===== src/rtl/cook_timer_ctrl.sv =====
// Microwave cook-time controller: keypad entry of an M:SS BCD time, start/pause/done FSM, 1 Hz countdown.
// Optional feature macro COOK_ADD30_EN: start while cooking adds 30 s (saturating at 9:59).
module cook_timer_ctrl #(
  parameter int TICK_DIV = 100
) (
  input  logic       clk,
  input  logic       clrn,
  input  logic       key_valid,
  input  logic [3:0] key_digit,
  input  logic       start,
  input  logic       stop_clr,
  input  logic       door_open,
  output logic [3:0] sec_ones,
  output logic [3:0] sec_tens,
  output logic [3:0] min_ones,
  output logic       mag_on,
  output logic       done,
  output logic [2:0] state
);

  localparam int PW = (TICK_DIV > 2) ? $clog2(TICK_DIV) : 1;
  localparam logic [PW-1:0] PRESC_MAX = PW'(TICK_DIV - 1);

  typedef enum logic [2:0] {
    ST_IDLE  = 3'd0,
    ST_SET   = 3'd1,
    ST_COOK  = 3'd2,
    ST_PAUSE = 3'd3,
    ST_DONE  = 3'd4
  } state_e;

  typedef struct packed {
    logic [3:0] mo;
    logic [3:0] st;
    logic [3:0] so;
  } ctime_t;

  localparam ctime_t TIME_ZERO   = '{mo: 4'd0, st: 4'd0, so: 4'd0};
  localparam ctime_t TIME_THIRTY = '{mo: 4'd0, st: 4'd3, so: 4'd0};

  state_e         state_q, state_d;
  ctime_t         time_q, time_d;
  logic [PW-1:0]  presc_q, presc_d;
  logic           mag_on_q, mag_on_d;
  logic           done_q, done_d;

  logic           key_ok;
  ctime_t         time_shift;
  ctime_t         cook_base;
  ctime_t         cook_dec;

  function automatic ctime_t bcd_dec(input ctime_t t);
    ctime_t r;
    r = t;
    if (t.so != 4'd0) begin
      r.so = t.so - 4'd1;
    end else begin
      r.so = 4'd9;
      if (t.st != 4'd0) begin
        r.st = t.st - 4'd1;
      end else begin
        r.st = 4'd5;
        r.mo = t.mo - 4'd1;
      end
    end
    return r;
  endfunction

`ifdef COOK_ADD30_EN
  function automatic ctime_t bcd_add30(input ctime_t t);
    ctime_t r;
    logic [3:0] tens;
    r    = t;
    tens = t.st + 4'd3;
    if (tens >= 4'd6) begin
      if (t.mo == 4'd9) begin
        r = '{mo: 4'd9, st: 4'd5, so: 4'd9};
      end else begin
        r.st = tens - 4'd6;
        r.mo = t.mo + 4'd1;
      end
    end else begin
      r.st = tens;
    end
    return r;
  endfunction
`endif

  assign key_ok     = key_valid && (key_digit <= 4'd9);
  assign time_shift = '{mo: time_q.st, st: time_q.so, so: key_digit};

  // NOTE: every signal assigned here gets a default first, so no path can infer a latch.
  always_comb begin
    state_d   = state_q;
    time_d    = time_q;
    presc_d   = presc_q;
    cook_base = time_q;
    cook_dec  = bcd_dec(time_q);

    // Only the highest-priority active event acts: stop_clr > door_open > start > key.
    unique case (state_q)
      ST_IDLE: begin
        if (stop_clr) begin
          time_d = TIME_ZERO;
        end else if (door_open) begin
          state_d = state_q;
        end else if (start) begin
          time_d  = TIME_THIRTY;
          presc_d = '0;
          state_d = ST_COOK;
        end else if (key_ok) begin
          time_d  = time_shift;
          state_d = ST_SET;
        end
      end

      ST_SET: begin
        if (stop_clr) begin
          time_d  = TIME_ZERO;
          state_d = ST_IDLE;
        end else if (door_open) begin
          state_d = state_q;
        end else if (start) begin
          if (time_q != TIME_ZERO) begin
            presc_d = '0;
            state_d = ST_COOK;
          end
        end else if (key_ok && (time_q.so <= 4'd5)) begin
          time_d = time_shift;
        end
      end

      ST_COOK: begin
        if (stop_clr || door_open) begin
          state_d = ST_PAUSE;
        end else begin
`ifdef COOK_ADD30_EN
          if (start) cook_base = bcd_add30(time_q);
`endif
          // An add-30 and a tick in the same cycle both take effect.
          cook_dec = bcd_dec(cook_base);
          if (presc_q == PRESC_MAX) begin
            presc_d = '0;
            time_d  = cook_dec;
            if (cook_dec == TIME_ZERO) state_d = ST_DONE;
          end else begin
            presc_d = presc_q + PW'(1);
            time_d  = cook_base;
          end
        end
      end

      ST_PAUSE: begin
        if (stop_clr) begin
          time_d  = TIME_ZERO;
          presc_d = '0;
          state_d = ST_IDLE;
        end else if (door_open) begin
          state_d = state_q;
        end else if (start) begin
          state_d = ST_COOK;
        end
      end

      ST_DONE: begin
        if (stop_clr || door_open) state_d = ST_IDLE;
      end

      default: begin
        state_d = ST_IDLE;
        time_d  = TIME_ZERO;
        presc_d = '0;
      end
    endcase

    mag_on_d = (state_d == ST_COOK);
    done_d   = (state_d == ST_DONE) && (state_q != ST_DONE);
  end

  // NOTE: state registers use non-blocking assignments so all flops update from pre-edge values.
  always_ff @(posedge clk or negedge clrn) begin
    if (!clrn) begin
      state_q  <= ST_IDLE;
      time_q   <= TIME_ZERO;
      presc_q  <= '0;
      mag_on_q <= 1'b0;
      done_q   <= 1'b0;
    end else begin
      state_q  <= state_d;
      time_q   <= time_d;
      presc_q  <= presc_d;
      mag_on_q <= mag_on_d;
      done_q   <= done_d;
    end
  end

  assign sec_ones = time_q.so;
  assign sec_tens = time_q.st;
  assign min_ones = time_q.mo;
  assign mag_on   = mag_on_q;
  assign done     = done_q;
  assign state    = state_q;

endmodule


===== config.mk =====
export PLATFORM = sky130hd
export DESIGN_NAME = cook_timer_ctrl
export DESIGN_NICKNAME = d
export VERILOG_FILES = /design/src/rtl/cook_timer_ctrl.sv
export SDC_FILE = /design/constraint.sdc
export NUM_CORES = 1
export LEC_CHECK = 0
export ABC_AREA = 1
export BUFFER_PORTS_ARGS = -buffer_cell sky130_fd_sc_hd__buf_2
export CORE_MARGIN = 10
export CORE_UTILIZATION = 57
export CTS_BUF_LIST = sky130_fd_sc_hd__clkbuf_8 sky130_fd_sc_hd__clkbuf_16
export DETAILED_ROUTE_END_ITERATION = 7
export GPL_TIMING_DRIVEN = 0
export PLACE_DENSITY = 0.8
export SLEW_MARGIN = 0
export SYNTH_ARGS = -nofsm -noshare
export SYNTH_HDL_FRONTEND = slang
export SYNTH_SLANG_ARGS = --single-unit

===== constraint.sdc =====
create_clock -name clk -period 2.19 [get_ports clk]
set_input_delay 0.438 -clock clk [delete_from_list [all_inputs] [get_ports clk]]
set_output_delay 0.438 -clock clk [all_outputs]
set_load 0.01 [all_outputs]

== Word-level counts from Yosys, hierarchy flattened ==
Index checks and enable logic that the tools add are counted.

* Reduce and logical (&&, ||, !) cells: 11
* $lt $le $gt $ge: 2
* Shifts and indexed selects: 0
* $add $sub $neg: 4
* $mul: 0
* Multiplexer cells: 47
* Equality and inequality tests: 23
* Div/mod/pow operators: 0
* Bitwise logic cells: 1

{| class="wikitable"
|+ Operators by type and width
! kind !! number
|-
| two-way mux 12 bit || 11
|-
| two-way mux 7 bit || 10
|-
| one-hot mux 12 bit (5 select lines) || 1
|-
| two-way mux 3 bit || 15
|-
| one-hot mux 7 bit (5 select lines) || 1
|-
| two-way mux 8 bit || 3
|-
| two-way mux 4 bit || 5
|-
| inequality test 2 bit (second input constant) || 10
|-
| inequality test 3 bit (second input constant) || 5
|-
| one-hot mux 3 bit (5 select lines) || 1
|-
| logical NOT 12 bit || 1
|-
| nonzero test 12 bit || 1
|-
| subtractor 4 x 1 -> 4 bit (second input constant) || 3
|-
| AND reduction 10 bit || 1
|-
| == test 3 x 2 -> 1 bit (second input constant) || 3
|-
| AND reduction 9 bit || 1
|-
| nonzero test 4 bit || 2
|-
| adder 7 x 1 -> 7 bit (second input constant) || 1
|-
| == test 7 bit (second input constant) || 1
|-
| == test 3 bit (second input constant) || 2
|-
| less-or-equal comparator 4 x 3 -> 1 bit (second input constant) || 1
|-
| less-or-equal comparator 4 bit (second input constant) || 1
|-
| inequality test 4 bit (second input constant) || 1
|-
| == test 3 x 1 -> 1 bit (second input constant) || 1
|-
| 4 further kinds || 6
|}

* Memory bits (writable): 0
* Memories: 0
* Output and inout port bits: 17
* Bits in latches: 0
* Bits of input ports: 10
* ROM bits: 0
* Flip-flop bits (word level): 24

== Depth between registers and ports, before layout ==
* Word-level depth: 12
* Mapped depth: 13

== Worst setup path after synthesis ==
Ideal clock, no wire load.

* Path kind: register -> register
* Start: register time_q (netlist bit sec_ones[0])
* End: register mag_on_q, in the netlist mag_on
* Buffers on the path: 0
* Cell stages (with the launch flop): 12
* Arrival: 1.621 ns
* Clock period less this slack: 1.749 ns
* Setup slack: 0.441 ns
* Setup time: 0.128 ns
* Cell sequence: dfrtp_1 -> inv_1 -> ha_1 -> nand2_1 -> nor2_1 -> nor2_1 -> a21oi_1 -> nand2_1 -> nor2_1 -> nand3_1 -> nand2_1 -> a21oi_1

* Cells in the longest elaborated chain, start to end: 10
* Elaborated cells between the ends (all ways): 19
* Those cells by class: 1 x add/sub; 1 x eq/ne; 14 x mux; 3 x reduce/logical

{| class="wikitable"
|+ RTL lines
! what !! RTL line !! text
|-
| from (decl) || 42 || <nowiki>ctime_t time_q, time_d;</nowiki>
|-
| from (signal assigned) || 190 || <nowiki>time_q <= time_d;</nowiki>
|-
| subtractor 4 x 1 -> 4 bit / nonzero test 4 bit (equally long branches) || 56, 55 ||
|-
| two-way mux 4 bit / two-way mux 8 bit (equally long branches) || 55 || <nowiki>if (t.so != 4'd0) begin</nowiki>
|-
| two-way mux 4 bit / two-way mux 8 bit (equally long branches) || 134 || <nowiki>if (stop_clr || door_open) begin</nowiki>
|-
| two-way mux 4 bit / two-way mux 8 bit (equally long branches) || 101 || <nowiki>unique case (state_q)</nowiki>
|-
| logical NOT 12 bit || 145 || <nowiki>if (cook_dec == TIME_ZERO) state_d = ST_DONE;</nowiki>
|-
| two-way mux 3 bit || 145 ||
|-
| two-way mux 3 bit || 142 || <nowiki>if (presc_q == PRESC_MAX) begin</nowiki>
|-
| two-way mux 3 bit || 134 ||
|-
| one-hot mux 3 bit (5 select lines) (*) || 101 ||
|-
| == test 3 x 2 -> 1 bit (*) || 176 || <nowiki>mag_on_d = (state_d == ST_COOK);</nowiki>
|-
| net mag_on_d || 44 || <nowiki>logic mag_on_q, mag_on_d;</nowiki>
|-
| to (signal assigned) || 192 || <nowiki>mag_on_q <= mag_on_d;</nowiki>
|-
| to (decl) || 44 ||
|}

The timed path passes the listed nets; every way through them passes the cells marked *. The select of a mux whose other input is x is not followed.
A chain may end at the register's enable or synchronous reset.

== Worst setup path in the final report ==
* Start: register time_q (netlist bit sec_ones[0])
* End: register done_q, in the netlist done

* Cells in the longest elaborated chain, start to end: 11
* Elaborated cells between the ends (all ways): 20
* Those cells by class: 1 x add/sub; 1 x eq/ne; 14 x mux; 4 x reduce/logical

{| class="wikitable"
|+ RTL lines
! what !! RTL line !! text
|-
| subtractor 4 x 1 -> 4 bit / nonzero test 4 bit (equally long branches) || 56, 55 ||
|-
| two-way mux 4 bit / two-way mux 8 bit (equally long branches) || 55 ||
|-
| two-way mux 4 bit / two-way mux 8 bit (equally long branches) || 134 ||
|-
| two-way mux 4 bit / two-way mux 8 bit (equally long branches) || 101 ||
|-
| logical NOT 12 bit || 145 ||
|-
| two-way mux 3 bit || 145 ||
|-
| two-way mux 3 bit || 142 ||
|-
| two-way mux 3 bit || 134 ||
|-
| one-hot mux 3 bit (5 select lines) (*) || 101 ||
|-
| == test 3 bit (*) || 177 || <nowiki>done_d = (state_d == ST_DONE) && (state_q != ST_DONE);</nowiki>
|-
| logical AND 1 bit (*) || 177 ||
|-
| net done_d || 45 || <nowiki>logic done_q, done_d;</nowiki>
|-
| to (signal assigned) || 193 || <nowiki>done_q <= done_d;</nowiki>
|-
| to (decl) || 45 ||
|}

Marks and branches as above.

==> key figures <==
Synth
  • Synthesized area per cell: 7.25 sq um
  • Post-Syn Area: ~0.0018 sq mm
  • Synth warnings: 0
  • Count leader, synth: nand2_1
  • Netlist cell types: 37
  • Syn_nets: about 260
  • Area leader, netlist: dfrtp_1
  • Share of the synthesized area in the top cell type: between 30% and 40%
  • Synth cell count leaders: 70 x nand2_1, 27 x inv_1, 24 x dfrtp_1
  • Synth Instances: about 250
  • Fraction of registers with async set/reset: 100%
  • Post-synth EDFFs: 0
  • Main flop type after synthesis: dfrtp_1
  • Register bit count reported by yosys: 24
  • Seq/Total Area, Yosys: 33.8%
  • Synth area leaders: dfrtp_1 34%, nand2_1 15%, inv_1 5.7%, nor2_1 4.9%, ha_1 4.2%

Floorplan
  • # rows: 20
  • Starting Density: roughly 60%
  • Die area: between 0.005 and 0.006 sq mm
  • Die Ht: roughly 76 microns
  • Core Box Area: 0.00303 sq mm
  • Die width: about 76 microns
  • IO Count: 27

Setup path
  • Worst-case reg-to-reg path depth: 10
  • CP Max Fanout: 6
  • Flop2flop setup slack: 210 ps
  • Buf+Inv Stages, Crit Path: 1
  • Critical path type: register to register
  • Worst Setup End Kind: register
  • Worst flop-to-flop path endpoint: done
  • CP delay by family, top: simple AND/OR/NAND/NOR gates
  • Critical Path Source Type: register
  • CP max stage cell: dfrtp_1
  • Setup crit start: sec_ones[0]
  • Slowest stage delay, CP: 450 ps
  • Critical Path, Cell by Cell: inv_1 > ha_2 > nand2_1 > nor2_2 > nor2_1 > a21oi_1 > nand2_1 > nor2_1 > nand4_1 > nor3_1
  • FF-to-FF Start: sec_ones[0]
  • WP data required: between 2000 and 2500 ps
  • Critical path arrival: 2160 ps

Global route
  • GRT met1 Usage: 19.7%
  • GRT Util Overall: 15.9%
  • Initial antenna violation count: 0
  • Vias in the first global route: 1676
  • First-pass GRT wire length: 7200 microns
  • Met3 Usage GRT: under 10%
  • Top Usage Layer GRT: met2
  • Gr ovfl total: 0
  • Met2 Usage GRT: 27.2%
  • Largest net degree at the start of global routing: 25

Clock tree
  • Hold Buf Count CTS: 0
  • Root Driver: clkbuf_8
  • Clock Tree Buf Depth: 2
  • Clock H-tree levels: 1
  • Sinks on Clock Net: 24
  • CTS tree: yes
  • Cts bufs inserted: 3
  • Worst-path clk slew: roughly 90 ps
  • Setup repair bufs after CTS: 0
  • Worst-Skew Late Latency: 270 ps
  • Cts repair resizes: 0

Routing
  • Via count: between 1500 and 2000
  • Post-DRT Antenna Nets: 0
  • Overall routed net length: 4390 microns
  • Residual DRC: 0
  • First-pass detailed-route iteration total: 4
  • DRT iter0 DRCs: 118
  • Wire per inst: ~14 microns
  • Vias/cell: between 5 and 6

STA
  • Final Hold Fails: 0
  • Slew margin rel.: 63.3%
  • Final Cycle Share: between 90% and 100%
  • Maximum clock frequency: about 500 MHz
  • Fin Hold WS: around 150 ps
  • Final setup violation count: 0
  • Actual slew at the worst max-slew pin: 551 ps
  • Clock Skew: between 4 and 5 ps
  • Fin crit period: a little under 2000 ps
  • Final Slew Violations: 0
  • Unrepaired setup endpoints after global routing: no
  • Final worst slack: approximately 210 ps
  • Sum Neg Setup Slack: 0 ps

Power and ir drop
  • Leak Pwr: about 1.0 nW
  • Pwr/cell area: roughly 1500 mW/mm^2
  • Max VDD drop: about 0.78 mV

Placement
  • Port bufs: 26
  • HPWL Detailed: between 3000 and 4000 microns
  • Gpl congestion: just over 0.9
  • Pre-CTS setup slack: approximately 110 ps

Finish
  • Share of cells above drive strength 1: roughly a quarter
  • # nets final: 292
  • Layout area overhead: 13.8%
  • Diode count: 0

Status
  • Status: finished clean

Worst hold path
  • Worst hold path class: input port to asynchronous set/reset pin

Run
  • Max Cap Viol: 0
[cell families (layout without fill, tap and decap cells)]
logic type,Yosys count,after routing,share of synthesized area [%]
buffers and inverters,35,65,7.96
adder cells (fa/ha/maj),6,6,4.23
AO/OA/AOI/OAI,42,42,15.4
flip-flops,24,24,33.8
XOR/XNOR,3,3,1.48
AND/OR/NAND/NOR,135,135,37.2
[routing by layer]
| layer | up-vias | share of wire (%) |
|---|---|---|
| met3 | 6 | 6.4 |
| met5 | - | 0 |
| met1 | 822 | 46 |
| met2 | 49 | 46 |
| li1 | 856 | - |
| met4 | 0 | 1.2 |
[cells in the final DEF (no fill, tap or decap), types with 4 or more instances in the layout]
cell type  count
a21oi_1        8
buf_2         27
clkbuf_8       4
dfrtp_1       24
ha_1           5
inv_1         27
inv_2          5
nand2_1       70
nand2_2        6
nand3_1       15
nor2_1        22
nor2_2         4
o21ai_0       12
o21ai_1        5
[registers in the layout, summed over array words and instances, names as in the netlist]
register,cells
min_ones,4
mag_on,1
presc_q,7
sec_ones,4
done,1
state,3
sec_tens,4
[worst max path at each step]
stage                        end  slack (ps)  cells past startpoint
after floorplan           mag_on         440                     11
after global placement    mag_on         190                     11
after detailed placement    done         110                     10
after CTS                   done          90                     10
after global routing        done          20                     10
final                       done         210                     10
[stage by stage]
step                      instance area, sq um  total power, W  util (%)  std cells
final                                     2020         0.00305      66.8        319
after global routing                      2020         0.00335      66.8        319
after CTS                                 2020         0.00306      66.6        319
after detailed placement                  1960         0.00274      64.8        315
after global placement                    1960         0.00268      64.8        315
after floorplan                           1780         0.00224         -        245
[power breakdown]
group | internal (W) | switching [W] | leakage, nW
combinational | 0.000690 | 0.00127 | 0.653
sequential | 0.000588 | 0.000201 | 0.319
clock | 0.000161 | 0.000145 | 0.0288
total | 0.00144 | 0.00161 | 1.00
[final cells by class]
cell class / count / area, sq um
Fill cell: 277 / 1010
Clock buffer: 4 / 55.1
Tap cell: 44 / 55.1
Buffer: 2 / 16.3
Inverter: 33 / 125
Sequential cell: 24 / 601
Multi-Input combinational cell: 186 / 1040
Timing Repair Buffer: 26 / 130
(Power assumes the default switching activity.)
